`src/rtl/btn_conditioner.sv`:
```
`default_nettype none
// +----------------------------------------------------------------------------+
// | Module      : btn_conditioner                                              |
// | Description : Push-button front end. Each channel is synchronised,         |
// |               debounced and edge-detected into a one-cycle command strobe, |
// |               with optional hold-to-repeat.                                |
// |               Optional feature macro: BTN_AUTO_REPEAT_EN                   |
// |                 defined   -> IDLE/DELAY/REPEAT auto-repeat per channel     |
// |                 undefined -> one pulse per press (rising edge of level)    |
// | Ports       : clk       - system clock, rising edge                        |
// |               rst       - asynchronous reset, ACTIVE-LOW                   |
// |               btn_raw   - [N_BTN] raw async button levels, active-high     |
// |               btn_level - [N_BTN] debounced registered level               |
// |               btn_pulse - [N_BTN] one-cycle press/repeat strobe            |
// | Revision    : 1.0 - initial release                                        |
// +----------------------------------------------------------------------------+
module btn_conditioner #(
    parameter int N_BTN           = 4,
    parameter int DEBOUNCE_CYCLES = 1_000_000,
    parameter int REPEAT_DELAY    = 50_000_000,
    parameter int REPEAT_PERIOD   = 10_000_000
) (
    input  logic             clk,
    input  logic             rst,        // active-low
    input  logic [N_BTN-1:0] btn_raw,
    output logic [N_BTN-1:0] btn_level,
    output logic [N_BTN-1:0] btn_pulse
);

    localparam int c_DW = $clog2(DEBOUNCE_CYCLES);

`ifdef BTN_AUTO_REPEAT_EN
    // One timer serves both the initial delay and the repeat period, so it is
    // sized for the larger of the two terminal counts.
    localparam int c_TMR_MAX = (REPEAT_DELAY > REPEAT_PERIOD) ? REPEAT_DELAY : REPEAT_PERIOD;
    localparam int c_TW      = $clog2(c_TMR_MAX);

    localparam logic [1:0] c_ST_IDLE   = 2'd0;
    localparam logic [1:0] c_ST_DELAY  = 2'd1;
    localparam logic [1:0] c_ST_REPEAT = 2'd2;
`endif

    if (DEBOUNCE_CYCLES < 2 || REPEAT_DELAY < 2 || REPEAT_PERIOD < 2) begin : g_param_check
        $error("btn_conditioner: DEBOUNCE_CYCLES, REPEAT_DELAY and REPEAT_PERIOD must be >= 2");
    end

    for (genvar i = 0; i < N_BTN; i++) begin : g_ch
        logic            r_sync1;
        logic            r_sync2;
        logic            r_level;
        logic            r_pulse;
        logic [c_DW-1:0] r_cnt;
        logic            w_done;
        logic            w_rise;
        logic            w_pulse_nxt;

        // The level flips on the same edge the counter would reach its
        // terminal value, giving DEBOUNCE_CYCLES consecutive mismatching
        // samples before acceptance.
        assign w_done = (r_sync2 != r_level) && (r_cnt == c_DW'(DEBOUNCE_CYCLES - 1));
        assign w_rise = w_done & r_sync2;

        always_ff @(posedge clk or negedge rst) begin
            if (!rst) begin
                r_sync1 <= 1'b0;
                r_sync2 <= 1'b0;
                r_level <= 1'b0;
                r_cnt   <= '0;
                r_pulse <= 1'b0;
            end else begin
                r_sync1 <= btn_raw[i];
                r_sync2 <= r_sync1;
                // Any sample matching the accepted level restarts the count,
                // so a single-cycle bounce discards all progress.
                if (r_sync2 == r_level) begin
                    r_cnt <= '0;
                end else if (w_done) begin
                    r_cnt   <= '0;
                    r_level <= r_sync2;
                end else begin
                    r_cnt <= r_cnt + 1'b1;
                end
                r_pulse <= w_pulse_nxt;
            end
        end

`ifdef BTN_AUTO_REPEAT_EN
        logic            w_fall;
        logic [1:0]      r_state;
        logic [1:0]      w_state_nxt;
        logic [c_TW-1:0] r_tmr;
        logic [c_TW-1:0] w_tmr_nxt;

        assign w_fall = w_done & ~r_sync2;

        always_ff @(posedge clk or negedge rst) begin
            if (!rst) begin
                r_state <= c_ST_IDLE;
                r_tmr   <= '0;
            end else begin
                r_state <= w_state_nxt;
                r_tmr   <= w_tmr_nxt;
            end
        end

        // Release takes priority over timer expiry: no strobe on the
        // release edge.
        always_comb begin
            w_state_nxt = r_state;
            w_tmr_nxt   = r_tmr;
            w_pulse_nxt = 1'b0;
            case (r_state)
                c_ST_IDLE: begin
                    w_tmr_nxt = '0;
                    if (w_rise) begin
                        w_pulse_nxt = 1'b1;
                        w_state_nxt = c_ST_DELAY;
                    end
                end
                c_ST_DELAY: begin
                    if (w_fall) begin
                        w_state_nxt = c_ST_IDLE;
                        w_tmr_nxt   = '0;
                    end else if (r_tmr == c_TW'(REPEAT_DELAY - 1)) begin
                        w_pulse_nxt = 1'b1;
                        w_tmr_nxt   = '0;
                        w_state_nxt = c_ST_REPEAT;
                    end else begin
                        w_tmr_nxt = r_tmr + 1'b1;
                    end
                end
                c_ST_REPEAT: begin
                    if (w_fall) begin
                        w_state_nxt = c_ST_IDLE;
                        w_tmr_nxt   = '0;
                    end else if (r_tmr == c_TW'(REPEAT_PERIOD - 1)) begin
                        w_pulse_nxt = 1'b1;
                        w_tmr_nxt   = '0;
                    end else begin
                        w_tmr_nxt = r_tmr + 1'b1;
                    end
                end
                default: begin
                    w_state_nxt = c_ST_IDLE;
                    w_tmr_nxt   = '0;
                end
            endcase
        end
`else
        assign w_pulse_nxt = w_rise;
`endif

        assign btn_level[i] = r_level;
        assign btn_pulse[i] = r_pulse;
    end

endmodule
`default_nettype wire

```
`config.mk`:
```
export PLATFORM = sky130hd
export DESIGN_NAME = btn_conditioner
export DESIGN_NICKNAME = d
export VERILOG_FILES = /design/src/rtl/btn_conditioner.sv
export SDC_FILE = /design/constraint.sdc
export NUM_CORES = 1
export LEC_CHECK = 0
export ABC_AREA = 0
export BUFFER_PORTS_ARGS = -buffer_cell sky130_fd_sc_hd__buf_2
export CORE_MARGIN = 2
export CORE_UTILIZATION = 62
export DETAILED_ROUTE_END_ITERATION = 10
export PLACE_DENSITY = 0.86
export REMOVE_ABC_BUFFERS = 1
export SKIP_CTS_REPAIR_TIMING = 1
export SLEW_MARGIN = 20
export SYNTH_ARGS = -nofsm -noshare
export SYNTH_HDL_FRONTEND = slang
export SYNTH_SLANG_ARGS = --single-unit
```
`constraint.sdc`:
```
create_clock -name clk -period 2.8 [get_ports clk]
set_input_delay 0 -clock clk [delete_from_list [all_inputs] [get_ports clk]]
set_output_delay 0 -clock clk [all_outputs]
set_load 0.05 [all_outputs]
```
==> results.sh, run 1 <==
export IMPL_outcome="complete, no violations"
export IMPL_critPathArrivalTime_ps=2420
export IMPL_drt_iter0_drc=153
export IMPL_portBuffers=13
export IMPL_vias=3373
export IMPL_worst_slack_ps=610.3
export IMPL_layout_min_cycle_time_ps=2190
export IMPL_avgSynthCellArea_sq_um=10.04
export IMPL_layout_nets=487
export IMPL_htree_levels=3
export IMPL_grt_max_degree=43
export IMPL_dpl_hpwl_microns=5696
export IMPL_synthArstFlopShare_pct=100.0
export IMPL_drt_pass1_iter_count=5
export IMPL_pin_count=14
export IMPL_cpPeakStageDelay_ps=570
export IMPL_dieArea_sq_mm=0.008138
export IMPL_wl_per_cell_microns=14.53
export IMPL_initial_core_util_pct=63.87
export IMPL_vias_per_cell=5.826
export IMPL_synth_area_leaders="dfrtp_1 (52%), xnor2_1 (7.2%), nor2_1 (5.6%), xor2_1 (3.6%), nand3_1 (2.9%)"
export IMPL_share_seq_of_total_power_pct=60.4
export IMPL_top_usage_layer="met2"
export IMPL_cts_tree="done"
export IMPL_grt_pass1_vias=3233
export IMPL_comb_power_share_pct=3.9
export IMPL_critical_path_peak_fanout=13
export IMPL_num_rows=31
export IMPL_nFillCells=524
export IMPL_cp_start_kind="register"
export IMPL_critPathRequiredTime_ps=3030
export IMPL_critPathCaptureType="register"
export IMPL_die_w_microns=90.21
export IMPL_relSlewSlack_pct=60.36
export IMPL_dpl_worst_slack_ps=642.6
export IMPL_grt_setup_unrepaired="no"
export IMPL_maxCapViolations=0
export IMPL_fin_cells=579
export IMPL_hold_viol=0
export IMPL_fin_total_pwr_mw=2.356
export IMPL_holdWs_ps=156.7
export IMPL_fin_crit_sh_pct=78.21
export IMPL_layout_common_cells="dfrtp_1 (96), nor2_1 (69), xnor2_1 (38)"
export IMPL_synth_main_ff_cell="dfrtp_1"
export IMPL_p_sw_mw=0.5149
export IMPL_clk_pin_slew_ps=80
export IMPL_skew_ps=10.34
export IMPL_yosysTopAreaCellShare_pct=52.13
export IMPL_power_leakage_nw=2.032
export IMPL_synth_seq_cells=96
export IMPL_grtUsageMet2_pct=36.84
export IMPL_vdd_ir_drop_max_mv=0.2984
export IMPL_cts_buffers=9
export IMPL_hp_class="in -> async"
export IMPL_pwr_share_clk_pct=35.7
export IMPL_ant_nets=0
export IMPL_syn_inst=459
export IMPL_grt_overflow=0
export IMPL_worst_slew_pin_slew_ps=591.0
export IMPL_met3_usage_pct=5.448
export IMPL_wl_microns=8415
export IMPL_yosysWarnings=0
export IMPL_die_h_microns=90.21
export IMPL_finalSetupViolations=0
export IMPL_clockBufferDepth=2
export IMPL_dp_cells=560
export IMPL_cp_num_buf_inv=1
export IMPL_grtUsageMet1_pct=28.27
export IMPL_ys_types=45
export IMPL_p_per_area_mw_per_mm2=472.3
export IMPL_cts_sink_count=96
export IMPL_grtUsageTotal_pct=22.20
export IMPL_core_area_sq_mm=0.007214
export IMPL_max_freq_ghz=0.4567
export IMPL_areaGrowthSynthToFinish_pct=8.254
export IMPL_clock_latency_ps=350
export IMPL_layout_commonest_cell="dfrtp_1"
export IMPL_drc=0
export IMPL_cp_slowest_cell="o31ai_2"
export IMPL_drive_gt1_share_pct=8.542
export IMPL_ys_seq_area_share_pct=52.13
export IMPL_yosysTopAreaCell="dfrtp_1"
export IMPL_syn_cell_area_sq_mm=0.004608
export IMPL_diodes=0
export IMPL_antenna_found_initial=0
export IMPL_intPower_mw=1.841
export IMPL_synth_edf_count=0
export IMPL_worstSetupPathType="reg -> reg"
export IMPL_cp_top_family="compound AO/OA/AOI/OAI gates"
export IMPL_swShare_pct=21.85
export IMPL_cts_root_buf="clkbuf_8"
export IMPL_place_congestion=0.8596
export IMPL_path_cells="ha_1 -> nand3_1 -> nand2b_1 -> o31ai_2 -> buf_4 -> a21oi_1"
export IMPL_final_max_slew_violation_count=0
export IMPL_grt_pass1_wl_microns=14770
export IMPL_tns_ps=0
## cells by family (layout without fill, tap and decap cells)
| group | after synthesis | after routing | synth area share (%) |
|---|---|---|---|
| AOI/OAI and AO/OA | 40 | 40 | 5.186 |
| adders and majority gates | 4 | 4 | 1.086 |
| buffers and inverters | 36 | 57 | 3.665 |
| muxes | 6 | 6 | 1.412 |
| DFF | 96 | 96 | 52.13 |
| and+or+nand+nor | 220 | 220 | 25.69 |
| xor gates and xnor gates | 57 | 57 | 10.83 |
## area by class of cell
class / count / area [sq um] / area share [%]
repair buffers: 26 / 177.7 / 3.562
flip-flops and latches: 96 / 2402 / 48.16
multi-input cells: 327 / 2052 / 41.13
clock buffers: 13 / 138.9 / 2.784
clock inverters: 1 / 30.03 / 0.6020
well taps: 99 / 123.9 / 2.483
inverters: 17 / 63.81 / 1.279
## per-layer routing
metal / part of all wire (%) / up-vias
li1: - / 1638
met1: 45 / 1640
met2: 50 / 82
met3: 3.8 / 13
met4: 1.7 / 0
met5: 0 / -
## metrics by stage
stage	area (sq um)	util, %
finish	4989	69.15
global placement	4770	66.11
detailed placement	4770	66.11
floorplan	4503	-
CTS	4938	68.45
global route	4989	69.15
## power groups by stage
stage / clock network, mW / logic (mW) / registers (mW)
after floorplan: 0 / 0.0382 / 1.45
after global placement: 0 / 0.0846 / 1.45
after detailed placement: 0 / 0.0895 / 1.45
after CTS: 0.866 / 0.0898 / 1.42
after global routing: 0.913 / 0.107 / 1.43
final: 0.840 / 0.0924 / 1.42
## synthesized netlist by cell type (10+ instances only)
library cell   n
a21oi_1       16
dfrtp_1       96
inv_1         17
nand2_1       22
nand3_1       27
nand4_1       16
nor2_1        69
nor3_1        20
nor4_1        17
o31ai_1       10
xnor2_1       38
xor2_1        19
## final timing paths
path	from	end	slack, ps	cells past startpoint
worst max register to register	g_ch[3].r_cnt[0]	g_ch[3].r_cnt[15]	610	6
worst min-delay path	rst	g_ch[1].r_cnt[14]	160	2
min in group clk	btn_raw[2]	g_ch[2].r_sync1	290	2
worst min register to register	g_ch[3].r_sync1	g_ch[3].r_sync2	350	0
max in group asynchronous	rst	g_ch[2].r_cnt[18]	1860	3
worst max-delay path	g_ch[3].r_cnt[0]	g_ch[3].r_cnt[15]	610	6
## flip-flops by register name, summed over array words and instances, names as in the netlist
name	flops
g_ch.r_cnt	80
g_ch.r_level	4
g_ch.r_pulse	4
g_ch.r_sync1	4
g_ch.r_sync2	4
(Power assumes the default switching activity.)
==> run 2: changes to the inputs <==
--- a/config.mk
+++ b/config.mk
@@ -8,9 +8,9 @@
 export ABC_AREA = 0
 export BUFFER_PORTS_ARGS = -buffer_cell sky130_fd_sc_hd__buf_2
 export CORE_MARGIN = 2
-export CORE_UTILIZATION = 62
+export CORE_UTILIZATION = 56
 export DETAILED_ROUTE_END_ITERATION = 10
-export PLACE_DENSITY = 0.86
+export PLACE_DENSITY = 0.83
 export REMOVE_ABC_BUFFERS = 1
 export SKIP_CTS_REPAIR_TIMING = 1
 export SLEW_MARGIN = 20
==> constraint.sdc (replaced) <==
create_clock -name clk -period 1.8 [get_ports clk]
set_input_delay 0 -clock clk [delete_from_list [all_inputs] [get_ports clk]]
set_output_delay 0 -clock clk [all_outputs]
set_load 0.05 [all_outputs]
==> run 2 against run 1 <==
Compared with the run above:
- the run now ends with negative setup slack left
- final cell count up 9.0%
- sequential power up 56%
- worst hold slack worse by 45 ps
- utilization down 1.6 points
- clock power up 60%
- sequential share of layout area down 4.2 points
- design area up 9.7%
- flip-flop and latch count unchanged
- critical path type unchanged
==> results.sh, run 2 (synthesis results as in run 1) <==
export IMPL_outcome="finished with violations"
export IMPL_violations="negative setup slack"
export IMPL_hold_viol=0
export IMPL_tns_ps=-126.5
export IMPL_intPower_mw=2.899
export IMPL_cp_start_kind="register"
export IMPL_drt_pass1_iter_count=4
export IMPL_wl_met3_microns=303
export IMPL_comb_power_share_pct=4.8
export IMPL_grt_overflow=0
export IMPL_wl_met2_microns=5168
export IMPL_fin_cells=631
export IMPL_areaGrowthSynthToFinish_pct=18.71
export IMPL_hp_class="in -> async"
export IMPL_pwr_share_clk_pct=35.9
export IMPL_vdd_ir_drop_max_mv=0.4950
export IMPL_highest_signal_layer="met4"
export IMPL_layout_nets=531
export IMPL_worst_slack_ps=-48.29
export IMPL_dieArea_sq_mm=0.008971
export IMPL_vias_per_cell=5.708
export IMPL_pin_count=14
export IMPL_diodes=0
export IMPL_max_freq_ghz=0.5410
export IMPL_p_sw_mw=0.8361
export IMPL_dp_cells=603
export IMPL_fin_crit_sh_pct=102.7
export IMPL_grt_pass1_vias=3467
export IMPL_vias=3602
export IMPL_cts_buffers=9
export IMPL_core_area_sq_mm=0.008093
export IMPL_grt_max_degree=48
export IMPL_holdWs_ps=111.5
export IMPL_clockBufferDepth=2
export IMPL_cts_sink_count=96
export IMPL_final_max_slew_violation_count=0
export IMPL_p_per_area_mw_per_mm2=682.8
export IMPL_cts_root_buf="clkbuf_8"
export IMPL_largest_register_ff_count=80
export IMPL_share_seq_of_total_power_pct=59.3
export IMPL_nFillCells=631
export IMPL_power_leakage_nw=2.269
export IMPL_layout_min_cycle_time_ps=1848
export IMPL_maxCapViolations=0
export IMPL_grt_setup_unrepaired="yes"
export IMPL_wl_microns=9764
export IMPL_critical_path_peak_fanout=7
export IMPL_drt_iter0_drc=122
export IMPL_drive_gt1_share_pct=20.72
export IMPL_grt_pass1_wl_microns=15610
export IMPL_timing_rr_end="g_ch[0].r_cnt[19]"
export IMPL_drc=0
export IMPL_layout_commonest_cell="dfrtp_1"
export IMPL_cts_tree="done"
export IMPL_clock_latency_ps=360
export IMPL_wl_met1_microns=4149
export IMPL_die_w_microns=94.72
export IMPL_skew_ps=8.668
export IMPL_layout_common_cells="dfrtp_1 (95), nor2_1 (69), buf_4 (50)"
export IMPL_worst_slew_pin_slew_ps=450.4
export IMPL_ant_nets=0
export IMPL_dpl_hpwl_microns=6641
export IMPL_num_rows=33
export IMPL_finalSetupViolations=3
export IMPL_die_h_microns=94.72
export IMPL_grtUsageTotal_pct=22.30
export IMPL_antenna_found_initial=0
export IMPL_initial_core_util_pct=56.94
export IMPL_portBuffers=13
export IMPL_r2r_cells=6
export IMPL_place_congestion=0.8465
export IMPL_clk_pin_slew_ps=90
export IMPL_htree_levels=3
export IMPL_top_register="g_ch.r_cnt"
export IMPL_relSlewSlack_pct=69.70
export IMPL_r2r_setup_slack_ps=-50
export IMPL_critPathArrivalTime_ps=2140
export IMPL_critPathRequiredTime_ps=2090
export IMPL_worstSetupPathType="reg -> reg"
export IMPL_swShare_pct=22.39
export IMPL_wl_per_cell_microns=15.47
export IMPL_r2r_start="g_ch[0].r_cnt[0]"
export IMPL_critPathCaptureType="register"
## run 2: routing by layer
layer  up-vias  track usage [%]
met3        16            4.629
met4         0            8.333
met5         -                0
met1      1799            27.69
li1       1718                -
met2        69            38.42
## run 2: area by class of cell
class                           instances  area (sq um)  share of cell area (%)
Clock buffer                           13         138.9                   2.539
Clock inverter                          3         42.54                  0.7777
Inverter                               17         63.81                   1.167
Multi-Input combinational cell        327          2162                   39.52
Sequential cell                        96          2404                   43.94
Tap cell                              105         131.4                   2.402
Timing Repair Buffer                   70         528.0                   9.652
## run 2: how the worst max path moves through the flow
stage	to	cells past startpoint	slack, ps	startpoint
after CTS	g_ch[0].r_cnt[18]	5	-140	g_ch[0].r_cnt[0]
final	g_ch[0].r_cnt[19]	6	-50	g_ch[0].r_cnt[0]
after floorplan	g_ch[0].r_cnt[10]	4	-770	g_ch[0].r_cnt[16]
after detailed placement	g_ch[0].r_cnt[18]	5	-120	g_ch[0].r_cnt[0]
after global routing	g_ch[0].r_cnt[17]	6	-110	g_ch[0].r_cnt[0]
after global placement	g_ch[0].r_cnt[18]	5	-90	g_ch[0].r_cnt[0]
## run 2: worst max-delay path: stages (launching register included)
cell	delay [ps]
dfrtp_1	410
buf_4	130
buf_4	100
nand3_1	80
or4_4	480
or4_4	440
a21oi_2	150
## run 2: power groups by stage
stage               combinational [mW]  clock [mW]  sequential, mW
global placement                 0.154           0            2.25
CTS                              0.162        1.39            2.21
floorplan                       0.0594           0            2.25
detailed placement               0.161           0            2.26
finish                           0.178        1.34            2.21
global route                     0.203        1.48            2.22
## run 2: through the flow
step	instance area (sq um)	setup WS [ps]	total power, mW	utilization, %
global route	5470	-110.3	3.898	67.59
floorplan	4503	-766.1	2.310	-
global placement	5067	-91.17	2.407	62.62
CTS	5249	-142.1	3.765	64.86
detailed placement	5067	-120.8	2.416	62.62
finish	5470	-48.29	3.735	67.59
==> run 3: changes to the inputs <==
--- a/config.mk
+++ b/config.mk
@@ -8,9 +8,9 @@
 export ABC_AREA = 0
 export BUFFER_PORTS_ARGS = -buffer_cell sky130_fd_sc_hd__buf_2
 export CORE_MARGIN = 2
-export CORE_UTILIZATION = 56
+export CORE_UTILIZATION = 62
 export DETAILED_ROUTE_END_ITERATION = 10
-export PLACE_DENSITY = 0.83
+export PLACE_DENSITY = 0.86
 export REMOVE_ABC_BUFFERS = 1
 export SKIP_CTS_REPAIR_TIMING = 1
 export SLEW_MARGIN = 20
==> constraint.sdc (replaced) <==
create_clock -name clk -period 2.1 [get_ports clk]
set_input_delay 0 -clock clk [delete_from_list [all_inputs] [get_ports clk]]
set_output_delay 0 -clock clk [all_outputs]
set_load 0.05 [all_outputs]
==> run 3 against run 2 <==
Compared with the run above:
- the flow now finishes without violations
- critical endpoint is now g_ch[0].r_cnt[18]
- sequential share of layout area increased by 3.2 points
- final cell count decreased by 7.1%
- non-clock buffer count decreased by 39
- global-route usage decreased by 0.10 points
- first-iteration DRC count increased by 2.5%
- combinational power decreased by 31%
- setup slack improved by 160 ps
- register-to-register slack improved by 160 ps
- largest power group unchanged
- design area decreased by 6.8%
- via count decreased by 6.7%
- critical path type unchanged
==> results.sh, run 3 (synthesis results as in run 1) <==
export IMPL_outcome="complete, no violations"
export IMPL_grt_pass1_wl_microns=14920
export IMPL_largest_register_ff_count=80
export IMPL_grt_pass1_vias=3358
export IMPL_power_leakage_nw=2.088
export IMPL_layout_commonest_cell="dfrtp_1"
export IMPL_cts_root_buf="clkbuf_8"
export IMPL_num_rows=31
export IMPL_vias_per_cell=5.732
export IMPL_r2r_cells=5
export IMPL_p_per_area_mw_per_mm2=656.0
export IMPL_core_area_sq_mm=0.007214
export IMPL_diodes=0
export IMPL_ant_nets=0
export IMPL_cts_buffers=9
export IMPL_wl_met3_microns=267
export IMPL_finalSetupViolations=0
export IMPL_layout_nets=492
export IMPL_crit_path_end="g_ch[0].r_cnt[18]"
export IMPL_highest_signal_layer="met4"
export IMPL_hold_viol=0
export IMPL_grt_overflow=0
export IMPL_maxCapViolations=0
export IMPL_pin_count=14
export IMPL_vias=3359
export IMPL_relSlewSlack_pct=56.16
export IMPL_critPathArrivalTime_ps=2270
export IMPL_vdd_ir_drop_max_mv=0.3976
export IMPL_grt_max_degree=97
export IMPL_r2r_setup_slack_ps=120
export IMPL_clockBufferDepth=2
export IMPL_wl_met1_microns=3813
export IMPL_htree_levels=3
export IMPL_max_freq_ghz=0.5039
export IMPL_worst_slew_pin_slew_ps=651.6
export IMPL_dpl_hpwl_microns=5618
export IMPL_die_w_microns=90.21
export IMPL_critPathCaptureType="register"
export IMPL_drt_pass1_iter_count=4
export IMPL_cts_tree="done"
export IMPL_areaGrowthSynthToFinish_pct=10.59
export IMPL_wl_met2_microns=4195
export IMPL_fin_crit_sh_pct=94.51
export IMPL_timing_rr_end="g_ch[0].r_cnt[18]"
export IMPL_antenna_found_initial=0
export IMPL_place_congestion=0.8364
export IMPL_skew_ps=9.723
export IMPL_critical_path_peak_fanout=7
export IMPL_dieArea_sq_mm=0.008138
export IMPL_drt_iter0_drc=125
export IMPL_cts_sink_count=96
export IMPL_drc=0
export IMPL_final_max_slew_violation_count=0
export IMPL_hp_class="in -> async"
export IMPL_cp_start_kind="register"
export IMPL_drive_gt1_share_pct=10.47
export IMPL_cp_startpoint="g_ch[0].r_cnt[0]"
export IMPL_initial_core_util_pct=63.87
export IMPL_worstSetupPathType="reg -> reg"
export IMPL_die_h_microns=90.21
export IMPL_wl_microns=8347
export IMPL_clk_pin_slew_ps=90
export IMPL_r2r_start="g_ch[0].r_cnt[0]"
export IMPL_top_register="g_ch.r_cnt"
export IMPL_critPathRequiredTime_ps=2390
export IMPL_layout_common_cells="dfrtp_1 (96), nor2_1 (69), xnor2_1 (38)"
export IMPL_grtUsageTotal_pct=22.20
export IMPL_layout_min_cycle_time_ps=1985
export IMPL_tns_ps=0
export IMPL_portBuffers=13
export IMPL_clock_latency_ps=350
export IMPL_wl_per_cell_microns=14.24
export IMPL_holdWs_ps=229.4
export IMPL_grt_setup_unrepaired="no"
export IMPL_fin_util_pct=70.64
==> run 3: layout make-up <==
cell class              instances  area (sq um)
flip-flops and latches         96          2402
fillers                       547          2118
multi-input cells             327          2056
repair buffers                 31         227.7
clock buffers                  12         145.1
well taps                      99         123.9
clock inverters                 4         77.57
inverters                      17         63.81
==> run 3: how the worst min path moves through the flow <==
stage                           from                end  slack (ps)  cells after the start
after floorplan                  rst   g_ch[0].r_cnt[0]        -300                      0
after global placement           rst  g_ch[1].r_cnt[16]          90                      2
after detailed placement         rst  g_ch[1].r_cnt[18]          90                      2
after CTS                        rst  g_ch[1].r_cnt[16]        -300                      2
after global routing      btn_raw[2]    g_ch[2].r_sync1         270                      2
final                            rst  g_ch[1].r_cnt[16]         230                      3
==> run 3: power by group <==
group          internal, mW  leakage [nW]  total, mW  switching, mW
sequential             1.87          1.31       1.90         0.0240
clock                 0.709         0.111       1.32          0.613
combinational        0.0426         0.665      0.123         0.0807
==> run 3: layer usage <==
layer | global-route usage [%] | vias to the layer above
met5 | 0 | -
met4 | 7.436 | 0
met1 | 29.39 | 1639
met3 | 5.448 | 10
li1 | - | 1647
met2 | 36.22 | 63
==> run 3: metrics by stage <==
stage | instance area [sq um] | instances | power (mW) | setup WS (ps)
2_1_floorplan | 4503 | 440 | 1.980 | -466.1
6_report | 5096 | 586 | 3.343 | 115.3
5_1_grt | 5096 | 586 | 3.492 | 34.61
3_3_place_gp | 4820 | 565 | 2.049 | 104.3
4_1_cts | 5042 | 581 | 3.373 | 19.88
3_5_place_dp | 4820 | 565 | 2.054 | 31.75
==> run 3: critical path: stages, from the launching register on <==
cell and delay, ps:
dfrtp_1 390, ha_1 220, nand2_4 70, or4_4 600
or4_4 500, a21oi_2 140
